===== config.mk =====
export PLATFORM = sky130hd
export DESIGN_NAME = boot_load_ctrl
export DESIGN_NICKNAME = d
export VERILOG_FILES = /design/src/rtl/boot_load_ctrl.sv
export SDC_FILE = /design/constraint.sdc
export NUM_CORES = 1
export LEC_CHECK = 0
export ABC_AREA = 1
export BUFFER_PORTS_ARGS = -buffer_cell sky130_fd_sc_hd__buf_4
export CORE_UTILIZATION = 56
export CTS_CLUSTER_DIAMETER = 100
export DETAILED_ROUTE_END_ITERATION = 16
export PLACE_DENSITY = 0.81
export SETUP_SLACK_MARGIN = 0.1
export SLEW_MARGIN = 20
export SYNTH_ARGS = -nofsm -noshare
export SYNTH_HDL_FRONTEND = slang
export SYNTH_SLANG_ARGS = --single-unit

===== constraint.sdc =====
create_clock -name clk_in -period 3.4 [get_ports clk_in]
set_input_delay 0 -clock clk_in [delete_from_list [all_inputs] [get_ports clk_in]]
set_output_delay 0 -clock clk_in [all_outputs]
set_load 0.005 [all_outputs]

===== src/rtl/boot_load_ctrl.sv =====
// boot_load_ctrl: streams a program image from flash BRAM into instruction memory, then releases processor reset.
// Define BOOT_CHECKSUM_EN to verify a trailing additive checksum word and trap mismatches in an error state.
module boot_load_ctrl #(
   parameter int FLASH_AW   = 10,
   parameter int IMEM_AW    = 8,
   parameter int DATA_W     = 16,
   parameter int FLASH_BASE = 0,
   parameter int PROG_WORDS = 256,
   parameter int RST_HOLD   = 4
) (
   input  logic                clk_in,
   input  logic                rst_n,
   input  logic                start,
   input  logic                reload,
   output logic                flash_en,
   output logic [FLASH_AW-1:0] flash_addr,
   input  logic [DATA_W-1:0]   flash_data,
   output logic                imem_we,
   output logic [IMEM_AW-1:0]  imem_addr,
   output logic [DATA_W-1:0]   imem_data,
   output logic                proc_rst,
   output logic                busy,
   output logic                done,
   output logic                error
);
   localparam int CW = IMEM_AW + 1;
   localparam int HW = RST_HOLD > 1 ? $clog2(RST_HOLD) : 1;
   localparam logic [2:0] IDLE  = 3'd0;
   localparam logic [2:0] LOAD  = 3'd1;
   localparam logic [2:0] DRAIN = 3'd2;
   localparam logic [2:0] HOLD  = 3'd3;
   localparam logic [2:0] RUN   = 3'd4;
`ifdef BOOT_CHECKSUM_EN
   localparam logic [2:0] ERR   = 3'd5;
   logic [DATA_W-1:0] acc;
`endif
   logic [2:0]    state;
   logic [CW-1:0] rd_cnt;
   logic [CW-1:0] wr_cnt;
   logic [HW-1:0] hcnt;
   logic          vld;
   logic          go;
   logic          last_wr;
   always_comb begin
`ifdef BOOT_CHECKSUM_EN
      go = state == IDLE ? start : (state == RUN || state == ERR) ? reload : 1'b0;
`else
      go = state == IDLE ? start : state == RUN ? reload : 1'b0;
`endif
      last_wr = imem_we && imem_addr == IMEM_AW'(PROG_WORDS - 1);
   end
   always_ff @(posedge clk_in or negedge rst_n) begin
      if (!rst_n) begin
         state      <= IDLE;
         flash_en   <= 1'b0;
         flash_addr <= FLASH_AW'(FLASH_BASE);
         rd_cnt     <= '0;
         wr_cnt     <= '0;
         hcnt       <= '0;
         vld        <= 1'b0;
         imem_we    <= 1'b0;
         imem_addr  <= '0;
         imem_data  <= '0;
         proc_rst   <= 1'b1;
         busy       <= 1'b0;
         done       <= 1'b0;
         error      <= 1'b0;
`ifdef BOOT_CHECKSUM_EN
         acc        <= '0;
`endif
      end else begin
         // Data arrives one cycle after the read, so writes trail reads by the valid flag.
         vld     <= flash_en;
         imem_we <= vld;
         if (vld) begin
            imem_data <= flash_data;
            imem_addr <= wr_cnt[IMEM_AW-1:0];
            wr_cnt    <= wr_cnt + 1'b1;
         end
`ifdef BOOT_CHECKSUM_EN
         if (vld && wr_cnt != CW'(PROG_WORDS - 1))
            acc <= acc + flash_data;
`endif
         if (go) begin
            state      <= LOAD;
            flash_en   <= 1'b1;
            flash_addr <= FLASH_AW'(FLASH_BASE);
            rd_cnt     <= CW'(1);
            wr_cnt     <= '0;
            hcnt       <= '0;
            proc_rst   <= 1'b1;
            busy       <= 1'b1;
            done       <= 1'b0;
            error      <= 1'b0;
`ifdef BOOT_CHECKSUM_EN
            acc        <= '0;
`endif
         end else begin
            case (state)
               LOAD:
                  if (rd_cnt == CW'(PROG_WORDS)) begin
                     flash_en <= 1'b0;
                     state    <= DRAIN;
                  end else begin
                     flash_addr <= flash_addr + 1'b1;
                     rd_cnt     <= rd_cnt + 1'b1;
                  end
               DRAIN:
                  if (last_wr) begin
`ifdef BOOT_CHECKSUM_EN
                     // The final word written is the checksum of all preceding words.
                     if (acc != imem_data) begin
                        state <= ERR;
                        busy  <= 1'b0;
                        error <= 1'b1;
                     end else
                        state <= HOLD;
`else
                     state <= HOLD;
`endif
                  end
               HOLD:
                  if (hcnt == HW'(RST_HOLD - 1)) begin
                     state    <= RUN;
                     proc_rst <= 1'b0;
                     busy     <= 1'b0;
                     done     <= 1'b1;
                  end else
                     hcnt <= hcnt + 1'b1;
               default: ;
            endcase
         end
      end
   end
endmodule

After elaboration in Yosys (flattened, before gate mapping)
Cells that the tools add are included.
Storage, ports and cells
  register bits after elaboration: 63
  input port bits: 20
  output and inout port bits: 40
Operators by class
  $add $sub $neg: 4
  eq/ne operators: 12
  multiplexer cells: 27
  reduce and logical (&&, ||, !) cells: 13
Operators by type and width (count)
  9-bit 2-to-1 mux: 5
  10-bit 2-to-1 mux: 3
  9-bit by 1-bit adder with 9-bit output, second input constant: 2
  3-bit 2-to-1 mux: 4
  1-bit 2-to-1 mux: 11
  10-bit by 1-bit adder with 10-bit output, second input constant: 1
  2-bit nonzero test: 5
  9-bit equality test, second input constant: 1
  3-bit inequality test, second input constant: 3
  3-bit one-hot mux with 3 select lines: 1
  8-bit equality test, second input constant: 1
  2-bit AND reduction: 4
  3-bit by 2-bit equality test with 1-bit output, second input constant: 2
  2-bit 2-to-1 mux: 3
  2-bit inequality test, second input constant: 2
  4-bit AND reduction: 1
  4-bit nonzero test: 1
  3-bit by 1-bit equality test with 1-bit output, second input constant: 1
  3-bit equality test, second input constant: 1
  3-bit zero test: 1
  2-bit by 1-bit adder with 2-bit output, second input constant: 1
  2-bit equality test, second input constant: 1
  1-bit logical AND: 1

Logic depth before layout (Yosys ltp)
  depth in word-level cells: 5
  mapped depth: 11

Least setup slack after synthesis
OpenSTA, ideal clock, no wires.
  kind: reg2reg
  from: register rd_cnt[0]
  to: register flash_addr[7]
  setup time: 74 ps
  arrival: 1344 ps
  required time: 3326 ps
  setup slack: 1982 ps
  stages on the path, launching flop included: 12
  path buffers: 1
  period minus slack after synthesis: 1418 ps
  path through: dfrtp_1 > inv_1 > ha_1 > nand2_1 > nor2_4 > nand2_4 > nand2_8 > nand2_8 > inv_8 > buf_12 > nand2_2 > o21ai_2
Between the ends
  longest elaborated chain between the ends: 3
Ends and longest elaborated chain
  start, declared: RTL line 38  | logic [CW-1:0] rd_cnt;
  start signal, assigned: RTL line 106  | rd_cnt <= rd_cnt + 1'b1;
  9-bit equality test: RTL line 101  | if (rd_cnt == CW'(PROG_WORDS)) begin
  2-bit inequality test (no source line)
  2-bit AND reduction (no source line)
  end signal, assigned: RTL line 56  | flash_addr <= FLASH_AW'(FLASH_BASE);
  end signal, assigned: RTL line 87  | flash_addr <= FLASH_AW'(FLASH_BASE);
  end signal, assigned: RTL line 105  | flash_addr <= flash_addr + 1'b1;
  end, declared: RTL line 16  | output logic [FLASH_AW-1:0] flash_addr,
Every way passes these cells.
A chain may end at the register's enable or synchronous reset.

==> impl_summary.log <==
[metrics] run status: finished, final reports clean
[metrics] RSZ-0062 raised after global routing: false
[metrics] clock root cell: sky130_fd_sc_hd__clkbuf_8
[metrics] distinct cell type count of the synthesized netlist: 29
[metrics] final count of pins violating max slew: 0
[metrics] final clock skew: between 5 and 6 ps
[metrics] quantity of I/O buffers inserted on ports: 58
[metrics] number of standard cells after synthesis: around 370
[metrics] global-route wire length before repair: between 10 and 15 mm
[metrics] highest achievable clock rate: 0.529 GHz
[metrics] antenna violation net count after detailed routing: 0
[metrics] kind of end point of the critical path: flop
[metrics] TritonCTS buffer count: 9
[metrics] met1 Use GR: 0.314
[metrics] portion of the post-synthesis area used by sequential elements: 0.508
[metrics] Setup TNS Final: 0 ps
[metrics] number of placement rows: 26
[metrics] Final Routed Wirelength: 6.39 mm
[metrics] core outline area: roughly 0.0052 mm²
[metrics] detail-routed via count per cell: around 5
[metrics] power density cells: 378 mW/mm²
[metrics] maxcap violations: 0
[metrics] source of the worst register-to-register timing path: vld
[metrics] launching instance or port of the critical path: vld
[metrics] layer with the highest usage: met2
[metrics] required time at the endpoint of the critical path: ~3600 ps
[metrics] fraction of met3 tracks used by global routing: 0.0648
[metrics] met2 demand-to-capacity share in global routing: 0.408
[metrics] initial antenna violation count: 0
[metrics] worst setup path category: flop to flop
[metrics] clock transition at the register clock pins on the worst setup and hold paths after CTS: approximately 70 ps
[metrics] arrival time of data at the critical path endpoint: a little over 2000 ps
[metrics] DR pass1 iterations: 4
[metrics] Nets: 470
[metrics] final global-route overflow total: 0
[metrics] synthesis-stage register bit count: 62
[metrics] Die X-Extent: approximately 76 µm
[metrics] worst reg2reg endpoint: imem_addr[3]
[metrics] remaining design rule violation count: 0
[metrics] Hold Fails Final Rpt: 0
[metrics] R2R depth: 3
[metrics] number of DRC markers after the initial detailed-route iteration: roughly 210
[metrics] number of primary I/O pins: 60
[metrics] launch instance of the worst min-delay path: start
[metrics] Synth-to-Final Area Change: 27.1%
[metrics] Skew-Pair Late Insertion Delay: between 300 and 400 ps
[metrics] Hold/Removal Path Class: input port to flop
[metrics] die footprint: between 0.005 and 0.006 mm²
[metrics] most common cell after layout, fill and taps aside: sky130_fd_sc_hd__nand2_1
[metrics] post-detailed-placement half-perimeter wirelength: between 4 and 5 mm
[metrics] average wire per standard cell: between 10 and 15 µm
[metrics] proportion of layout cells with a drive suffix above 1: 0.231
[metrics] portion of the clock cycle consumed by the worst path in the final layout: 0.556
[metrics] Bufs on Longest Clock Path: 2
[metrics] Total Routing Usage GR: 0.250
[metrics] Final setup viols: 0
[metrics] commonest non-fill, non-tap cells in the layout: sky130_fd_sc_hd__nand2_1, sky130_fd_sc_hd__dfrtp_1, sky130_fd_sc_hd__buf_4
[metrics] largest fanout on the critical path: 32
[metrics] yosys warns: 0
[metrics] startpoint class of the critical path: flop
[metrics] number of enable flip-flop cells after synthesis: 0
[metrics] via count of the first global-routing pass: approximately 2400
[metrics] proportion of synthesized flip-flops having asynchronous set or reset: 1.00
[metrics] transition time at the pin with the least slew margin: slightly above 800 ps
[metrics] number of cells upsized or downsized after cts: 0
[metrics] ys flop type: sky130_fd_sc_hd__dfrtp_1
[metrics] vias after detailed routing: around 2600
[metrics] die height: about 76 µm
[metrics] worst vdd rail ir drop: 0.000272 V
[metrics] CTS tree: built
[metrics] worst setup path endpoint: imem_addr[3]
[metrics] slew margin rel.: 0.449
[metrics] clock period minus final worst setup slack: about 1900 ps
[metrics] H-tree depth: 3
[metrics] pin count of the biggest net entering global routing: 63
[metrics] Cell Area, Synth: ~0.003 mm²
[metrics] Power Total: 1.47 mW
[metrics] Post-Syn Area per Cell: approximately 8.3 µm²
[metrics] CTS Sinks: slightly above 60
[metrics] Initial Util: 0.591
[metrics] RD Place Congestion: approximately 0.8
[metrics] total leakage power: approximately 2 nW
[metrics] Register-to-Register Setup Slack: 1510 ps
[metrics] number of diodes added for antenna fixing: 0
[metrics] syn_nets: roughly 390
[critical path, stage by stage, from the launching register on]
cell and delay [ps]:
sky130_fd_sc_hd__dfrtp_1 820, sky130_fd_sc_hd__inv_1 610, sky130_fd_sc_hd__nand2_1 190, sky130_fd_sc_hd__o21ai_0 100
[routing by layer]
metal  routed length (µm)  share of wire
met5                    0              0
met3                  284          0.044
met1                 2790           0.44
met2                 3220           0.50
met4                   95          0.015
[worst min-delay path by stage]
stage / to / depth (start not counted)
after detailed placement: flash_addr[1] / 1
final: proc_rst / 5
after floorplan: busy / 0
after global routing: proc_rst / 5
after global placement: flash_addr[7] / 1
after CTS: proc_rst / 5
[cell usage after synthesis (2+ instances only)]
library cell               number  area, µm²
sky130_fd_sc_hd__nand2_1      126        473
sky130_fd_sc_hd__xor2_1         4       35.0
sky130_fd_sc_hd__nand4_1        8       50.1
sky130_fd_sc_hd__o21ai_2        7       61.3
sky130_fd_sc_hd__o21ai_0       20        100
sky130_fd_sc_hd__nand2_2       11       68.8
sky130_fd_sc_hd__xnor2_1        2       17.5
sky130_fd_sc_hd__nor2_1        18       67.6
sky130_fd_sc_hd__buf_4          2       15.0
sky130_fd_sc_hd__o22ai_1        4       25.0
sky130_fd_sc_hd__a21oi_1        7       35.0
sky130_fd_sc_hd__nor2_4         3       33.8
sky130_fd_sc_hd__clkbuf_1       5       18.8
sky130_fd_sc_hd__dfrtp_1       61       1530
sky130_fd_sc_hd__nand2_8        2       40.0
sky130_fd_sc_hd__nand3_1       25        125
sky130_fd_sc_hd__nor3_1         6       30.0
sky130_fd_sc_hd__inv_1         38        143
sky130_fd_sc_hd__inv_2          5       18.8
sky130_fd_sc_hd__ha_1           5       62.6
[what timing repair did]
action / 4_1_cts / 5_1_grt
setup buffers: 0 / 0
hold endpoints to repair: 77 / 0
hold buffers: 17 / 0
[metrics by stage]
stage | setup WS, ps | cell area, µm² | std cells | util | hold slack, ps
6_report | 1510 | 3880 | 520 | 0.751 | 238
5_1_grt | 1290 | 3880 | 520 | 0.751 | 304
4_1_cts | 1500 | 3880 | 520 | 0.751 | 226
3_5_place_dp | 1500 | 3520 | 487 | 0.681 | 127
3_3_place_gp | 1600 | 3520 | 487 | 0.681 | 124
2_1_floorplan | 1980 | 3060 | 368 | - | -296
[registers in the layout (all words and copies together), names as in the netlist, 2 cells and up]
signal and count:
rd_cnt 9, imem_data 16, imem_addr 8, flash_addr 10, hcnt 2, wr_cnt 8, state 3
[logic make-up (layout without fill, tap and decap cells)]
kind of cell | after synthesis | in the layout | share of synthesized area
xor+xnor | 6 | 6 | 0.0172
buf+inv | 53 | 135 | 0.0757
other cells | 1 | 1 | 0.00123
fa+ha+maj | 5 | 5 | 0.0205
simple gates | 201 | 201 | 0.300
compound gates | 40 | 40 | 0.0774
flops | 62 | 62 | 0.508
[layout make-up]
cell class | count | area [µm²]
repair buffers | 75 | 606
flip-flops and latches | 62 | 1550
clock inverters | 4 | 47.5
multi-input cells | 253 | 1270
well taps | 70 | 87.6
clock buffers | 12 | 145
inverters | 44 | 173
fillers | 365 | 1290
[report_power, final]
group,switching [mW],internal [mW]
sequential,0.00580,0.747
clock,0.285,0.357
combinational,0.0298,0.0420
total,0.321,1.15
(Power assumes the default switching activity.)
